### config.mk
export PLATFORM = sky130hd
export DESIGN_NAME = key_conditioner_flat
export DESIGN_NICKNAME = d
export VERILOG_FILES = /design/src/rtl/key_conditioner_pkg.sv /design/src/rtl/key_conditioner_if.sv /design/src/rtl/key_debounce_one.sv /design/src/rtl/key_conditioner.sv /design/src/flat_wrapper.sv
export SDC_FILE = /design/constraint.sdc
export NUM_CORES = 1
export LEC_CHECK = 0
export BUFFER_PORTS_ARGS = -buffer_cell sky130_fd_sc_hd__buf_2
export CAP_MARGIN = 15
export CORE_MARGIN = 8
export CORE_UTILIZATION = 35
export CTS_BUF_LIST = sky130_fd_sc_hd__clkbuf_8
export DETAILED_ROUTE_END_ITERATION = 7
export GPL_TIMING_DRIVEN = 0
export SLEW_MARGIN = 15
export SYNTH_ARGS = -nofsm -noshare
export SYNTH_HDL_FRONTEND = slang
export SYNTH_SLANG_ARGS = --single-unit
### constraint.sdc
create_clock -name clk -period 5.83 [get_ports clk]
set_input_delay 0 -clock clk [delete_from_list [all_inputs] [get_ports clk]]
set_output_delay 0 -clock clk [all_outputs]
set_load 0.01 [all_outputs]
### src/rtl/key_conditioner_pkg.sv
// Shared constants for the key conditioning stage: key indices, per-key FSM encodings and a
// counter-width helper.
package key_conditioner_pkg;

  localparam int unsigned KEY_MODE  = 0;
  localparam int unsigned KEY_RST   = 1;
  localparam int unsigned KEY_ENTER = 3;

  typedef enum logic [1:0] {
    KC_RELEASED  = 2'd0,
    KC_PRESSED   = 2'd1,
    KC_REPEATING = 2'd2
  } kc_state_e;

  // Bits needed to hold values 0 .. max_val-1, never less than one.
  function automatic int unsigned cnt_width(input int unsigned max_val);
    return (max_val < 2) ? 1 : $clog2(max_val);
  endfunction

endpackage

### src/rtl/key_conditioner_if.sv
// Key bundle between the raw pins and the conditioned strobes. The master drives the pins;
// the conditioner is the slave.
interface key_conditioner_if #(
  parameter int unsigned N_KEYS = 4
);
  logic [N_KEYS-1:0] key_n;
  logic [N_KEYS-1:0] level;
  logic [N_KEYS-1:0] press;
  logic [N_KEYS-1:0] key_release;
  logic [N_KEYS-1:0] long_press;

  modport master (
    output key_n,
    input  level, press, key_release, long_press
  );

  modport slave (
    input  key_n,
    output level, press, key_release, long_press
  );
endinterface

### src/rtl/key_debounce_one.sv
// One key: 2-flop synchronizer, debounce counter and press/repeat/long-press FSM with
// registered single-cycle strobes.
module key_debounce_one
  import key_conditioner_pkg::*;
#(
  parameter int unsigned DEBOUNCE_CYCLES = 500000,
  parameter int unsigned REPEAT_DELAY    = 25000000,
  parameter int unsigned REPEAT_RATE     = 5000000,
  parameter bit          REPEAT_EN       = 1'b0
) (
  input  logic clk,
  input  logic rst,
  input  logic key_n,
  output logic level,
  output logic press,
  output logic key_release,
  output logic long_press
);

  localparam int unsigned DbW   = cnt_width(DEBOUNCE_CYCLES);
  localparam int unsigned HoldW = cnt_width(((REPEAT_DELAY + 1) > REPEAT_RATE) ?
                                            (REPEAT_DELAY + 1) : REPEAT_RATE);

  logic             sync1, sync2;
  logic             s;
  logic             deb;
  logic [DbW-1:0]   db_cnt;
  kc_state_e        state;
  logic [HoldW-1:0] hold_cnt;

  assign s = ~sync2;

  always_ff @(posedge clk or posedge rst) begin
    if (rst) begin
      sync1  <= 1'b1;
      sync2  <= 1'b1;
      deb    <= 1'b0;
      db_cnt <= '0;
    end else begin
      sync1 <= key_n;
      sync2 <= sync1;
      if (s == deb) begin
        db_cnt <= '0;
      end else if (db_cnt == DbW'(DEBOUNCE_CYCLES - 1)) begin
        deb    <= s;
        db_cnt <= '0;
      end else begin
        db_cnt <= db_cnt + DbW'(1);
      end
    end
  end

  // level is re-registered here so it moves on the same edge as its press/release strobe.
  always_ff @(posedge clk or posedge rst) begin
    if (rst) begin
      state       <= KC_RELEASED;
      hold_cnt    <= '0;
      level       <= 1'b0;
      press       <= 1'b0;
      key_release <= 1'b0;
      long_press  <= 1'b0;
    end else begin
      press       <= 1'b0;
      key_release <= 1'b0;
      long_press  <= 1'b0;
      level       <= deb;
      if (level && !deb) begin
        key_release <= 1'b1;
        hold_cnt    <= '0;
        state       <= KC_RELEASED;
      end else begin
        case (state)
          KC_RELEASED: begin
            if (deb) begin
              press    <= 1'b1;
              hold_cnt <= '0;
              state    <= KC_PRESSED;
            end
          end
          KC_PRESSED: begin
            if (hold_cnt == HoldW'(REPEAT_DELAY - 1)) begin
              if (REPEAT_EN) begin
                press    <= 1'b1;
                hold_cnt <= '0;
                state    <= KC_REPEATING;
              end else begin
                long_press <= 1'b1;
                hold_cnt   <= HoldW'(REPEAT_DELAY);
              end
            end else if (hold_cnt != HoldW'(REPEAT_DELAY)) begin
              hold_cnt <= hold_cnt + HoldW'(1);
            end
          end
          KC_REPEATING: begin
            if (hold_cnt == HoldW'(REPEAT_RATE - 1)) begin
              press    <= 1'b1;
              hold_cnt <= '0;
            end else begin
              hold_cnt <= hold_cnt + HoldW'(1);
            end
          end
          default: state <= KC_RELEASED;
        endcase
      end
    end
  end

endmodule

### src/rtl/key_conditioner.sv
// Conditions N_KEYS raw active-low key pins into debounced levels and single-cycle
// press/release/long-press strobes; each key is handled by an independent instance.
module key_conditioner
  import key_conditioner_pkg::*;
#(
  parameter int unsigned       N_KEYS          = 4,
  parameter int unsigned       DEBOUNCE_CYCLES = 500000,
  parameter int unsigned       REPEAT_DELAY    = 25000000,
  parameter int unsigned       REPEAT_RATE     = 5000000,
  parameter logic [N_KEYS-1:0] REPEAT_MASK     = '0
) (
  input logic           clk,
  input logic           rst,
  key_conditioner_if.slave kif
);

  for (genvar i = 0; i < N_KEYS; i++) begin : g_key
    key_debounce_one #(
      .DEBOUNCE_CYCLES (DEBOUNCE_CYCLES),
      .REPEAT_DELAY    (REPEAT_DELAY),
      .REPEAT_RATE     (REPEAT_RATE),
      .REPEAT_EN       (REPEAT_MASK[i])
    ) u_key (
      .clk         (clk),
      .rst         (rst),
      .key_n       (kif.key_n[i]),
      .level       (kif.level[i]),
      .press       (kif.press[i]),
      .key_release (kif.key_release[i]),
      .long_press  (kif.long_press[i])
    );
  end

endmodule

### src/flat_wrapper.sv
// flat-port wrapper written by rule: the top's interface ports become plain ports
module key_conditioner_flat import key_conditioner_pkg::*;
#(
  parameter int unsigned       N_KEYS          = 4,
  parameter int unsigned       DEBOUNCE_CYCLES = 500000,
  parameter int unsigned       REPEAT_DELAY    = 25000000,
  parameter int unsigned       REPEAT_RATE     = 5000000,
  parameter logic [N_KEYS-1:0] REPEAT_MASK     = '0
)
  (clk, rst, kif_key_n, kif_level, kif_press, kif_key_release, kif_long_press);
  key_conditioner_if #(.N_KEYS(N_KEYS)) kif_i ();
  input logic clk;
  input logic rst;
  input wire logic [$bits(kif_i.key_n)-1:0] kif_key_n;
  output wire logic [$bits(kif_i.level)-1:0] kif_level;
  output wire logic [$bits(kif_i.press)-1:0] kif_press;
  output wire logic [$bits(kif_i.key_release)-1:0] kif_key_release;
  output wire logic [$bits(kif_i.long_press)-1:0] kif_long_press;
  assign kif_i.key_n = kif_key_n;
  assign kif_level = kif_i.level;
  assign kif_press = kif_i.press;
  assign kif_key_release = kif_i.key_release;
  assign kif_long_press = kif_i.long_press;
  key_conditioner #(.N_KEYS(N_KEYS), .DEBOUNCE_CYCLES(DEBOUNCE_CYCLES), .REPEAT_DELAY(REPEAT_DELAY), .REPEAT_RATE(REPEAT_RATE), .REPEAT_MASK(REPEAT_MASK)) u_core (.clk(clk), .rst(rst), .kif(kif_i));
endmodule
==> Word-level counts from Yosys, hierarchy flattened <==
Cells that the tools add are included.
{ "word_totals": {"elab_cells": 204, "output_inout_bits": 16, "reg_bits": 212} }
{ "op_classes": {"n_eq_ne": 40, "muxes": 76, "add_sub_neg": 8, "bitwise": 8, "reduce_logical": 32} }
{ "ops": {"columns": ["cell", "count"], "rows": [
  ["25-bit 2-to-1 mux", 20],
  ["25-bit one-hot mux with 3 select lines", 4],
  ["19-bit 2-to-1 mux", 8],
  ["25-bit by 1-bit adder with 25-bit output, second input constant", 4],
  ["25-bit by 23-bit == test with 1-bit output, second input constant", 4],
  ["25-bit == test, second input constant", 4],
  ["25-bit != test, second input constant", 4],
  ["19-bit by 1-bit adder with 19-bit output, second input constant", 4],
  ["19-bit == test, second input constant", 4],
  ["1-bit 2-to-1 mux", 28],
  ["2-bit 2-to-1 mux", 8],
  ["4-bit != test, second input constant", 4],
  ["2-bit one-hot mux with 2 select lines", 4],
  ["2-bit AND reduction", 8],
  ["4-bit nonzero test", 4],
  ["3-bit != test, second input constant", 4],
  ["3-bit AND reduction", 4],
  ["2-bit by 1-bit == test with 1-bit output, second input constant", 4],
  ["2-bit == test, second input constant", 4],
  ["2-bit logical NOT", 4],
  ["2-bit by 1-bit != test with 1-bit output, second input constant", 4],
  ["1-bit inverter", 8],
  ["1-bit one-hot mux with 2 select lines", 4],
  ["2-bit OR reduction", 4],
  ["3 further kinds", 12]
]} }

==> Longest topological paths before layout <==
Gate-level depths: netlist of the first run.
{ "logic_depth": {"ltp_word": 5, "ltp_mapped": 9, "depth_no_buf": 7} }

==> Cells and area by module <==
A second synthesis of the first run with hierarchy kept.
{ "unflattened": {"hier_cells": 1164, "area_unflattened_um2": 11045.6} }
{ "modules_own_cells": {"columns": ["mod", "cells_each", "area_each_um2", "seq_area_each_um2", "n_inst"], "rows": [
  ["key_debounce_one (u_core.g_key[0].u_key ...)", 292, 2766.4, 1303.8, 3],
  ["key_debounce_one (u_core.g_key[3].u_key)", 288, 2746.4, 1303.8, 1]
]} }

==> Worst setup path after synthesis of the first run <==
OpenSTA, ideal clock, no wires.
{ "synth_timing": {"path_kind": "register to register", "startpoint": "reg u_core.g_key[2].u_key.hold_cnt[3]", "endpoint": "reg u_core.g_key[2].u_key.hold_cnt[0]", "required_time_ns": 5.766, "t_arrival_ns": 2.085, "setup_time_ns": 0.064, "period_less_slack_ns": 2.149, "path_buffers": 2, "path_slack_ns": 3.681, "stages_incl_launch_ff": 8, "path_cell_list": "dfrtp_1 > buf_6 > or4b_4 > or4_4 > o21ai_4 > and2_4 > buf_8 > mux2_2"} }
{ "synth_between": {"elab_chain_cells": 4} }
{ "synth_rtl": {"columns": ["item", "line_no", "source"], "rows": [
  ["start, declared", "key_debounce_one.sv:29", "logic [HoldW-1:0] hold_cnt;"],
  ["start signal, assigned", "key_debounce_one.sv:88", "hold_cnt <= HoldW'(REPEAT_DELAY);"],
  ["start signal, assigned", "key_debounce_one.sv:91", "hold_cnt <= hold_cnt + HoldW'(1);"],
  ["start signal, assigned", "key_debounce_one.sv:99", "hold_cnt <= hold_cnt + HoldW'(1);"],
  ["25-bit by 23-bit == test with 1-bit output or 25-bit == test (tied branches)", "key_debounce_one.sv:95, key_debounce_one.sv:81", null],
  ["25-bit 2-to-1 mux (on tied branches)", "key_debounce_one.sv:95, key_debounce_one.sv:81", null],
  ["25-bit one-hot mux with 3 select lines", "key_debounce_one.sv:72", "case (state)"],
  ["25-bit 2-to-1 mux", "key_debounce_one.sv:67", "if (level && !deb) begin"]
]} }
Parallel ways exist; a longest one is shown, timed or not.
A chain may end at the register's enable or synchronous reset.

==> Final worst setup path of the first run <==
{ "layout_timing": {"startpoint": "reg u_core.g_key[1].u_key.db_cnt[0]", "endpoint": "reg u_core.g_key[1].u_key.db_cnt[12]"} }
{ "layout_between": {"elab_chain_cells": 3} }
{ "layout_rtl": {"columns": ["item", "line_no", "source"], "rows": [
  ["start, declared", "key_debounce_one.sv:27", "logic [DbW-1:0] db_cnt;"],
  ["start signal, assigned", "key_debounce_one.sv:48", "db_cnt <= db_cnt + DbW'(1);"],
  ["19-bit by 1-bit adder with 19-bit output or 19-bit == test (tied branches)", "key_debounce_one.sv:48, key_debounce_one.sv:44", null],
  ["19-bit 2-to-1 mux *", "key_debounce_one.sv:44", "end else if (db_cnt == DbW'(DEBOUNCE_CYCLES - 1)) begin"],
  ["19-bit 2-to-1 mux *", "key_debounce_one.sv:42", "if (s == deb) begin"]
]} }
Mark *: on every way between the ends. The rest lies on a longest branch, timed or not.

==> results of run 1 <==
==> layer usage <==
metal	wire (um)	vias up
li1	-	4697
met1	12200	4592
met2	12100	224
met5	0	-
met4	539	0
met3	1310	40
==> cell usage after synthesis, drive strengths merged, types with 4 or more instances <==
library cell	number	area, sq um
dfrtp	200	5000
nor2	140	526
nand3	104	521
nand2	90	338
nand4	52	325
nor3	50	250
inv	46	173
xnor2	44	385
o21ai	39	206
buf	36	245
nor4	35	225
xor2	32	280
clkbuf	28	108
and3	24	150
or4	23	176
or3	22	138
a211o	21	194
and4	20	175
a21oi	19	95.1
a31oi	17	106
a21o	16	120
a22oi	13	97.6
o211ai	13	97.6
ha	12	150
a22o	11	96.3
or2	11	68.8
mux2i	9	90.1
o31ai	9	82.6
and2	8	52.6
dfstp	8	210
nor4b	8	76.3
nand2b	7	43.8
nand3b	6	45.0
o22ai	6	37.5
nor2b	5	31.3
nor4bb	4	40.0
o31a	4	35.0
==> cell usage in the layout (no fill, tap or decap), types with 24 or more instances in the layout <==
cell type,count
nor4_1,34
nand4_1,52
and3_1,24
xor2_1,32
clkbuf_8,54
nand3_1,104
dfrtp_1,200
o21ai_0,37
xnor2_1,44
inv_1,54
nor3_1,50
nor2_1,140
clkbuf_1,26
buf_2,34
nand2_1,90
==> registers in the layout (all words and copies together) (netlist names) <==
signal,flops
u_core.g_key.u_key.long_press,4
u_core.g_key.u_key.press,4
u_core.g_key.u_key.sync1,4
u_core.g_key.u_key.state,4
u_core.g_key.u_key.level,4
u_core.g_key.u_key.sync2,4
u_core.g_key.u_key.db_cnt,76
u_core.g_key.u_key.hold_cnt,100
u_core.g_key.u_key.deb,4
u_core.g_key.u_key.key_release,4
==> critical path: stages (launching register included) <==
cell and delay [ps]:
dfrtp_1 390, ha_1 230, nand4_1 250, nor4_1 580, or2_2 210, clkbuf_1 310
clkbuf_1 400, nor2_1 110
==> layout make-up <==
class / instances / area [sq um]
repair buffers: 28 / 210
flip-flops and latches: 208 / 5220
clock inverters: 17 / 108
plain buffers: 64 / 353
inverters: 46 / 180
multi-input cells: 919 / 5660
fillers: 3227 / 19300
well taps: 442 / 553
clock buffers: 54 / 743
==> cell families (layout without fill, tap and decap cells) <==
kind of cell / count (synthesis) / after routing / synth area share (%)
AOI/OAI and AO/OA: 201 / 201 / 12.8
adders and majority gates: 12 / 12 / 1.32
muxes: 11 / 11 / 0.987
buffers and inverters: 110 / 209 / 4.61
and+or+nand+nor: 619 / 619 / 28.7
DFF: 208 / 208 / 45.7
xor gates and xnor gates: 76 / 76 / 5.84
==> metrics by stage <==
| step | instances | utilization, % |
|---|---|---|
| 3_3_place_gp | 1700 | 37.4 |
| 4_1_cts | 1778 | 40.3 |
| 3_5_place_dp | 1702 | 37.6 |
| 2_1_floorplan | 1237 | - |
| 5_1_grt | 1778 | 40.3 |
| 6_report | 1778 | 40.3 |
==> power by group <==
| part | internal (mW) | total [mW] | switching (mW) |
|---|---|---|---|
| combinational | 0.0170 | 0.0615 | 0.0445 |
| clock | 0.836 | 1.49 | 0.658 |
| sequential | 1.46 | 1.47 | 0.00918 |
| total | 2.31 | 3.02 | 0.711 |
==> worst max path at each step <==
stage	slack (ps)	to	cells after the start	from
after detailed placement	3170	u_core.g_key[1].u_key.hold_cnt[1]	7	u_core.g_key[1].u_key.hold_cnt[9]
after CTS	3160	u_core.g_key[1].u_key.db_cnt[12]	7	u_core.g_key[1].u_key.db_cnt[0]
after global placement	-2510	u_core.g_key[1].u_key.hold_cnt[20]	2	rst
after floorplan	160	u_core.g_key[0].u_key.db_cnt[0]	1	rst
final	3200	u_core.g_key[1].u_key.db_cnt[12]	7	u_core.g_key[1].u_key.db_cnt[0]
after global routing	2790	u_core.g_key[1].u_key.db_cnt[12]	7	u_core.g_key[1].u_key.db_cnt[0]
==> what timing repair did <==
item,4_1_cts,5_1_grt
gates resized for setup,0,0
endpoints found under the hold margin,207,0
hold buffers,5,0
==> run summary, run 1 <==
WP data arrival: 3010 ps
Residual DRC: 0
Routed wire per std cell: 14.7 um
H-tree levels: 2
Setup bufs post-CTS: 0
VDD IR max: 0.150 mV
Hold slack: 41.0 ps
EDFF count, synth: 0
RSZ-0062 raised after global routing: false
Critical path class: reg2reg
Vias: 9553
Ports: 22
Period Utilization, post-route: 45.1%
# setup viols final: 0
Status: complete, no violations
Hold Crit Class: in2async
CTS tree: built
Leak pwr: 5.53 nW
Initial antenna violation count: 0
GR Util met3: 2.32%
Fin. max-slew vios: 0
Synth warn: 0
Rel. slew slack: 25.3%
Met2 Resource Use GR: 22.4%
Grt met1 use: 18.5%
Row count: 66
Number of global-route vias before repair: 9361
Largest net degree at the start of global routing: 78
Reg-to-reg startpoint: u_core.g_key[1].u_key.db_cnt[0]
Async S/R FF share, synth: 100%
Sink Count: 208
Routed vias/inst: 5.37
Flops & latches, synth: 208
Final number of hold-violating endpoints: 0
Sequential fraction of the synthesis area: 45.7%
Antenna-violating nets left: 0
First-pass GRT wire length: 45800 um
Place WS: 3170 ps
CP Launch Type: flop
Post-DP HPWL: 17600 um
Mapped Cells: 1237
TritonCTS Buffers: 40
Pre-antenna DRT Iters: 5
Clock Skew: 43.9 ps
Initial core utilization: 35.3%
Max-cap violation count: 0
Port bufs: 21
Post-Syn Area per Cell: 9.22 sq um
Clk_lat worst skew: 560 ps
WL final: 26100 um
Core Area: 0.0323 sq mm
Placed cell area: 0.0121 sq mm
Syn Nets: 1255
First DRT Iteration DRCs: 675
Distinct cell type count after synthesis: 75
Pwr Density: 232 mW/mm^2
Clk Tree Root Cell: clkbuf_8
Synthesized area: 0.0114 sq mm
Worst-path clk slew: 60 ps
RePlAce Congestion: 0.893
Final worst path period need: 2630 ps
Ant diodes: 0
Die Wd: 197 um
Die height: 197 um
GRT busiest layer: met2
Setup TNS: 0 ps
Grt total ovfl: 0
Setup crit end kind: flop
Total GRT Usage: 13.8%
Layout Nets: 1325
Reg2reg end: u_core.g_key[1].u_key.db_cnt[12]
R2R Setup Slk: 3200 ps
Final WS setup: 3200 ps
Tot Pwr: 3.02 mW
Max Buffers Root-to-Sink: 3
Crit-path max FO: 10
Slew @ Worst Pin: 1110 ps
Top_reg_cell synth: dfrtp_1
WP data required: 6210 ps
Cell area after layout: 0.0130 sq mm
R2R depth: 7
Die area: 0.0386 sq mm
Layout cell share with drive strength beyond 1: 12.3%
Syn-to-layout area delta: 14.2%
Max Fclk: 381 MHz
Note: power is estimated with default switching activity, not from simulation.
==> run 2, diff against run 1 <==
==> constraint.sdc (replaced) <==
create_clock -name clk -period 2.3 [get_ports clk]
set_input_delay 0 -clock clk [delete_from_list [all_inputs] [get_ports clk]]
set_output_delay 0 -clock clk [all_outputs]
set_load 0.01 [all_outputs]
==> run 2 against run 1 <==
  * Power increased by 150%
  * Routed wire length increased by 2.3%
  * Via count increased by 1.8%
  * Highest routed layer unchanged
  * Non-clock buffer count increased by 21
  * Sequential power increased to 2.5 times the previous value
  * Register-to-register slack got worse by 3200 ps
  * Setup slack got worse by 3200 ps
  * Combinational power increased to 2.7 times the previous value
  * Critical path depth unchanged
  * Global-route usage about the same
==> run summary, run 2 (same netlist as run 1, synthesis figures left out) <==
Crit-path max FO: 5 (-5)
Vias: 9726 (+1.8%)
Initial antenna violation count: 0 (unchanged)
CP Cell Sequence: ha_4, nand4_1, or3_4, or3_4, buf_8, a31o_2, a22o_1
Clock power share: 48.4% (-1.0 points)
First DRT Iteration DRCs: 594 (-12%)
Sw Pwr: 1.74 mW (+140%)
Clk Tree Root Cell: clkbuf_8
Final WS setup: 23.2 ps (-3180 ps)
R2R Setup Slk: 20 ps (-3180 ps)
Status: complete, no violations
RePlAce Congestion: 0.888 (-0.53%)
Reg area: 0.00522 sq mm (about the same)
Initial core utilization: 35.3% (unchanged)
GRT busiest layer: met2
CP top delay family: simple AND/OR/NAND/NOR gates
Pwr Density: 556 mW/mm^2 (+140%)
Number of global-route vias before repair: 9473 (+1.2%)
Cell area after layout: 0.0135 sq mm (+3.9%)
Slowest stage cell, crit path: or3_4
Reg with most FFs: u_core.g_key.u_key.hold_cnt
Port bufs: 21 (unchanged)
Place WS: -319 ps (-3490 ps)
First-pass GRT wire length: 46000 um (+0.38%)
Met2 Resource Use GR: 22.3% (-0.13 points)
Grt total ovfl: 0 (unchanged)
Post-layout util: 41.9% (+1.6 points)
Max Fclk: 439 MHz (+15%)
Post-DP HPWL: 18200 um (+3.5%)
Ant diodes: 0 (unchanged)
Max Buffers Root-to-Sink: 3 (unchanged)
Total GRT Usage: 13.8% (about the same)
Max-cap violation count: 0 (unchanged)
Sw Share: 23.1% (-0.43 points)
Seq pwr share: 49.4% (+0.9 points)
Row count: 66 (unchanged)
Hold Crit Class: in2async
Grt met1 use: 18.0% (-0.46 points)
Placed cell area: 0.0122 sq mm (+0.51%)
Setup crit end kind: flop
WP data arrival: 2720 ps (-290 ps)
Die Wd: 197 um (unchanged)
Layout Nets: 1345 (+1.5%)
Combinational Power Share: 2.2% (+0.2 points)
WL final: 26700 um (+2.3%)
Placed Instances: 1706 (+0.24%)
VDD IR max: 0.293 mV (+95%)
Most common cell after layout, fill and taps aside: dfrtp_1
Antenna-violating nets left: 0 (unchanged)
FILL cells: 3199 (-0.87%)
Critical path class: reg2reg
Most frequent cells in the layout: dfrtp_1, nor2_1, nand3_1, nand2_1, inv_1
Residual DRC: 0 (unchanged)
Leak pwr: 5.76 nW (+4.1%)
WP data required: 2740 ps (-3470 ps)
Pre-antenna DRT Iters: 8 (+3)
RSZ-0062 raised after global routing: true
Final number of hold-violating endpoints: 0 (unchanged)
# setup viols final: 0 (unchanged)
Rel. slew slack: 36.8% (+11 points)
Worst-path clk slew: 60 ps (about the same)
Routed vias/inst: 5.42 (+0.79%)
Max reg flops: 100 (unchanged)
Top Registers: u_core.g_key.u_key.hold_cnt: 100 flops, u_core.g_key.u_key.db_cnt: 76 flops
Die area: 0.0386 sq mm (unchanged)
CP Launch Type: flop
CP max stage delay: 470 ps (-110 ps)
GR Util met3: 2.76% (+0.44 points)
Largest net degree at the start of global routing: 36 (-54%)
Ports: 22 (unchanged)
Clock Skew: 38.5 ps (-5.39 ps)
Core Area: 0.0323 sq mm (unchanged)
Final cell count without fillers: 1796 (+1.0%)
Syn-to-layout area delta: 18.7%
Routed wire per std cell: 14.9 um (+1.3%)
CP bufs+invs: 1 (-1)
Layout cell share with drive strength beyond 1: 17.1% (+4.9 points)
Clk_lat worst skew: 550 ps (about the same)
H-tree levels: 2 (unchanged)
Final worst path period need: 2280 ps (-350 ps)
Crit-path most repeated cell: or3_4
Die height: 197 um (unchanged)
CTS tree: built
Slew @ Worst Pin: 941 ps (-169 ps)
Sink Count: 208 (unchanged)
Footprint of the multi-input gates: 0.00593 sq mm (+4.7%)
Internal: 5.79 mW (+150%)
TritonCTS Buffers: 39 (-2.5%)
Period Utilization, post-route: 99.0% (+54 points)
Fin. max-slew vios: 0 (unchanged)
==> run 2: cell count changes in the layout (fill, tap and decap cells not counted), sizes merged <==
cell      previous run  this run
buf                 59        88
clkbuf              82        69
clkinv               7         5
clkinvlp             0         2
bufinv               0         1
inv                 56        57
==> run 2: area by class of cell <==
cell class                      instances  area share, %
Clock inverter                         19          0.906
Inverter                               46           1.30
Clock buffer                           49           4.98
Buffer                                 50           2.44
Multi-Input combinational cell        919           43.8
Sequential cell                       208           38.5
Tap cell                              442           4.09
Timing Repair Buffer                   63           3.88
==> run 2: final timing paths <==
| path | start | endpoint | depth (start not counted) |
|---|---|---|---|
| max | u_core.g_key[0].u_key.hold_cnt[1] | u_core.g_key[0].u_key.hold_cnt[10] | 7 |
| min | rst | u_core.g_key[0].u_key.long_press | 3 |
| max reg2reg | u_core.g_key[0].u_key.hold_cnt[1] | u_core.g_key[0].u_key.hold_cnt[10] | 7 |
| min reg2reg | u_core.g_key[1].u_key.sync1 | u_core.g_key[1].u_key.sync2 | 0 |
| max in group asynchronous | rst | u_core.g_key[1].u_key.sync2 | 5 |
| min in group clk | kif_key_n[0] | u_core.g_key[0].u_key.sync1 | 2 |
==> run 2: tightest hold or removal path, cell delays in order <==
cell,delay [ps]
dlygate4sd3_1,530
buf_2,130
clkinvlp_4,360
==> run 2: timing repair <==
| action | CTS | global route |
|---|---|---|
| setup buffers | 14 | 16 |
| pin swaps | 7 | 11 |
| setup endpoints to repair | 107 | 103 |
| hold buffers | 5 | 0 |
| resized for setup | 26 | 41 |
| cloned | 0 | 1 |
| endpoints found under the hold margin | 115 | 0 |
==> run 2: power by group through the flow <==
stage / Sequential [mW] / Combinational, mW / Clock [mW]
after floorplan: 3.77 / 0.105 / 0
after global placement: 3.78 / 0.145 / 0
after detailed placement: 3.78 / 0.172 / 0
after CTS: 3.72 / 0.178 / 3.80
after global routing: 3.72 / 0.197 / 3.96
final: 3.72 / 0.165 / 3.65
==> run 2: layer usage <==
layer	vias to the layer above	share of wire, %	wire length [um]
li1	4713	-	-
met1	4722	46	12300
met2	231	47	12400
met3	60	5.1	1360
met4	0	2.4	648
met5	-	0	0
==> run 2: metrics by stage <==
step	hold WS, ps	power (mW)	setup TNS, ps
after floorplan	4.48	3.88	-78740
after global placement	106	3.93	-378100
after detailed placement	75.5	3.95	-11200
after CTS	6.24	7.69	-7.11
after global routing	60.6	7.87	-214
final	36.2	7.53	0
==> run 3, diff against run 2 <==
--- a/config.mk
+++ b/config.mk
@@ -7,9 +7,10 @@
 export LEC_CHECK = 0
 export BUFFER_PORTS_ARGS = -buffer_cell sky130_fd_sc_hd__buf_2
 export CAP_MARGIN = 15
-export CORE_MARGIN = 8
+export CORE_MARGIN = 3
 export CORE_UTILIZATION = 35
 export CTS_BUF_LIST = sky130_fd_sc_hd__clkbuf_8
+export CTS_CLUSTER_DIAMETER = 200
 export DETAILED_ROUTE_END_ITERATION = 7
 export GPL_TIMING_DRIVEN = 0
 export SLEW_MARGIN = 15
==> run 3 against run 2 <==
  * Power increased by 4.5%
  * Count of clock-buffer cells in the layout increased by 2
  * Via count increased by 1.0%
  * Hold slack improved by 38 ps
  * Critical path depth decreased by 1
  * Final area increased by 0.47%
  * Routed wire length increased by 0.88%
  * Final cell count decreased by 0.17%
  * Clock skew decreased by 8.5 ps
  * Combinational power increased by 5%
  * Setup slack improved by 44 ps
==> run summary, run 3 (same netlist as run 1, synthesis figures left out) <==
Most frequent cells in the layout: dfrtp_1, nor2_1, nand3_1, nand2_1, inv_1
Critical path class: reg2reg
Max-cap violation count: 0 (unchanged)
Setup crit end kind: flop
Reg2reg end: u_core.g_key[2].u_key.hold_cnt[17]
Place WS: -326 ps (-7.54 ps)
Total GRT Usage: 15.3% (+1.5 points)
VDD IR max: 0.357 mV (+22%)
Period Utilization, post-route: 97.1% (-1.9 points)
Tot Pwr: 7.86 mW (+4.5%)
Hold slack: 73.9 ps (+37.7 ps)
Sink Count: 208 (unchanged)
Final WS setup: 67.2 ps (+44.0 ps)
Initial antenna violation count: 0 (unchanged)
Pre-antenna DRT Iters: 5 (-3)
H-tree levels: 2 (unchanged)
R2R depth: 6 (-1)
Die area: 0.0348 sq mm (-9.9%)
R2R Setup Slk: 70 ps (+40 ps)
Rel. slew slack: 35.3% (-1.5 points)
Post-DP HPWL: 18200 um (-0.11%)
Number of global-route vias before repair: 9365 (-1.1%)
Ports: 22 (unchanged)
Residual DRC: 0 (unchanged)
Top routing layer in use: met4
Row count: 65 (-1.5%)
Routed wire per std cell: 15.0 um (+1.0%)
Die height: 187 um (-5.1%)
CP Launch Type: flop
FILL cells: 3102 (-3.0%)
Antenna-violating nets left: 0 (unchanged)
Clock Skew: 30.1 ps (-8.46 ps)
Reg with most FFs: u_core.g_key.u_key.hold_cnt
Status: complete, no violations
Final cell count without fillers: 1793 (-0.17%)
Port bufs: 21 (unchanged)
CTS tree: built
WL final: 26900 um (+0.88%)
Die Wd: 187 um (-5.1%)
Slew @ Worst Pin: 964 ps (+22.7 ps)
Crit-path max FO: 9 (+4)
Hold Crit Class: in2async
WL met2: 12200 um (-1.4%)
Footprint of the multi-input gates: 0.00593 sq mm (about the same)
Max Buffers Root-to-Sink: 3 (unchanged)
RSZ-0062 raised after global routing: false
Grt total ovfl: 0 (unchanged)
RePlAce Congestion: 0.884 (-0.44%)
TritonCTS Buffers: 40 (+2.6%)
Clk_lat worst skew: 540 ps (about the same)
First DRT Iteration DRCs: 805 (+36%)
Leak pwr: 5.79 nW (+0.51%)
Top Registers: u_core.g_key.u_key.hold_cnt: 100 flops, u_core.g_key.u_key.db_cnt: 76 flops
Reg-to-reg startpoint: u_core.g_key[2].u_key.hold_cnt[3]
Layout cell share with drive strength beyond 1: 17.3% (+0.17 points)
Routed vias/inst: 5.48 (+1.2%)
Most common cell after layout, fill and taps aside: dfrtp_1
# setup viols final: 0 (unchanged)
Final worst path period need: 2230 ps (-44.0 ps)
Pwr Density: 578 mW/mm^2 (+4.0%)
First-pass GRT wire length: 46400 um (+1.0%)
Final number of hold-violating endpoints: 0 (unchanged)
Placed Instances: 1700 (-0.35%)
Initial core utilization: 35.9% (+0.54 points)
Clk Tree Root Cell: clkbuf_8
WP data required: 2720 ps (-20 ps)
Layout Nets: 1344 (-0.074%)
Largest net degree at the start of global routing: 35 (-2.8%)
Fin. max-slew vios: 0 (unchanged)
Max Fclk: 448 MHz (+2.0%)
M1 WL: 12700 um (+3.5%)
Worst-path clk slew: 60 ps (about the same)
Metal3 WL: 1380 um (+1.7%)
Core Area: 0.0318 sq mm (-1.5%)
Ant diodes: 0 (unchanged)
Reg area: 0.00522 sq mm (about the same)
WP data arrival: 2650 ps (-70 ps)
Vias: 9823 (+1.0%)
Max reg flops: 100 (unchanged)
Syn-to-layout area delta: 19.2%
run 3: changes by cell type in the layout (fill, tap and decap cells not counted), sizes merged:
cell	previous run	this run
clkinv	5	6
clkinvlp	2	1
inv	57	59
bufinv	1	3
run 3: per-stage QoR:
stage | setup TNS, ps | util [%] | area (sq um)
final | 0 | 42.8 | 13600
after global placement | -377730 | 37.9 | 12100
after global routing | 0 | 42.8 | 13600
after detailed placement | -13870 | 38.4 | 12200
after CTS | -35.5 | 42.0 | 13400
after floorplan | -78740 | - | 11400
run 3: cell type report:
class / count / area share, %
inverters: 46 / 1.30
repair buffers: 59 / 3.64
multi-input cells: 919 / 43.7
well taps: 435 / 4.00
clock buffers: 51 / 5.16
clock inverters: 23 / 1.39
plain buffers: 52 / 2.46
flip-flops and latches: 208 / 38.4
run 3: worst max-delay path, stage by stage, from the launching register on:
cell and delay, ps:
dfrtp_1 370, buf_6 130, or4b_4 520, nor2_1 250, o2111a_2 360, and4b_1 220, a211o_2 290
run 3: power breakdown:
| group | total [mW] | switching, mW | internal [mW] |
|---|---|---|---|
| clock network | 3.98 | 1.63 | 2.35 |
| logic | 0.173 | 0.116 | 0.0575 |
| registers | 3.71 | 0.0222 | 3.69 |
run 3: timing repair:
item / CTS / global route
endpoints found under the hold margin: 129 / 0
buffers inserted: 9 / 16
setup endpoints to repair: 106 / 103
hold buffers: 5 / 0
pin swaps: 6 / 10
cloned: 0 / 1
gates resized for setup: 30 / 41
run 3: routing by layer:
layer / global-route usage (%) / vias up
met1: 21.6 / 4740
li1: - / 4734
met4: 4.74 / 0
met2: 24.5 / 288
met3: 2.37 / 61
met5: 0 / -
run 3: worst max-delay path by stage:
stage                                      start  slack [ps]                                 end  depth (start not counted)
2_1_floorplan                                rst        -390     u_core.g_key[0].u_key.db_cnt[0]                          1
3_3_place_gp                                 rst       -1820  u_core.g_key[1].u_key.hold_cnt[21]                          2
3_5_place_dp   u_core.g_key[1].u_key.hold_cnt[9]        -330   u_core.g_key[1].u_key.hold_cnt[1]                          7
4_1_cts        u_core.g_key[3].u_key.hold_cnt[1]         -20   u_core.g_key[3].u_key.hold_cnt[8]                          6
5_1_grt        u_core.g_key[2].u_key.hold_cnt[3]         0.1  u_core.g_key[2].u_key.hold_cnt[21]                          7
6_report       u_core.g_key[2].u_key.hold_cnt[3]          70  u_core.g_key[2].u_key.hold_cnt[17]                          6
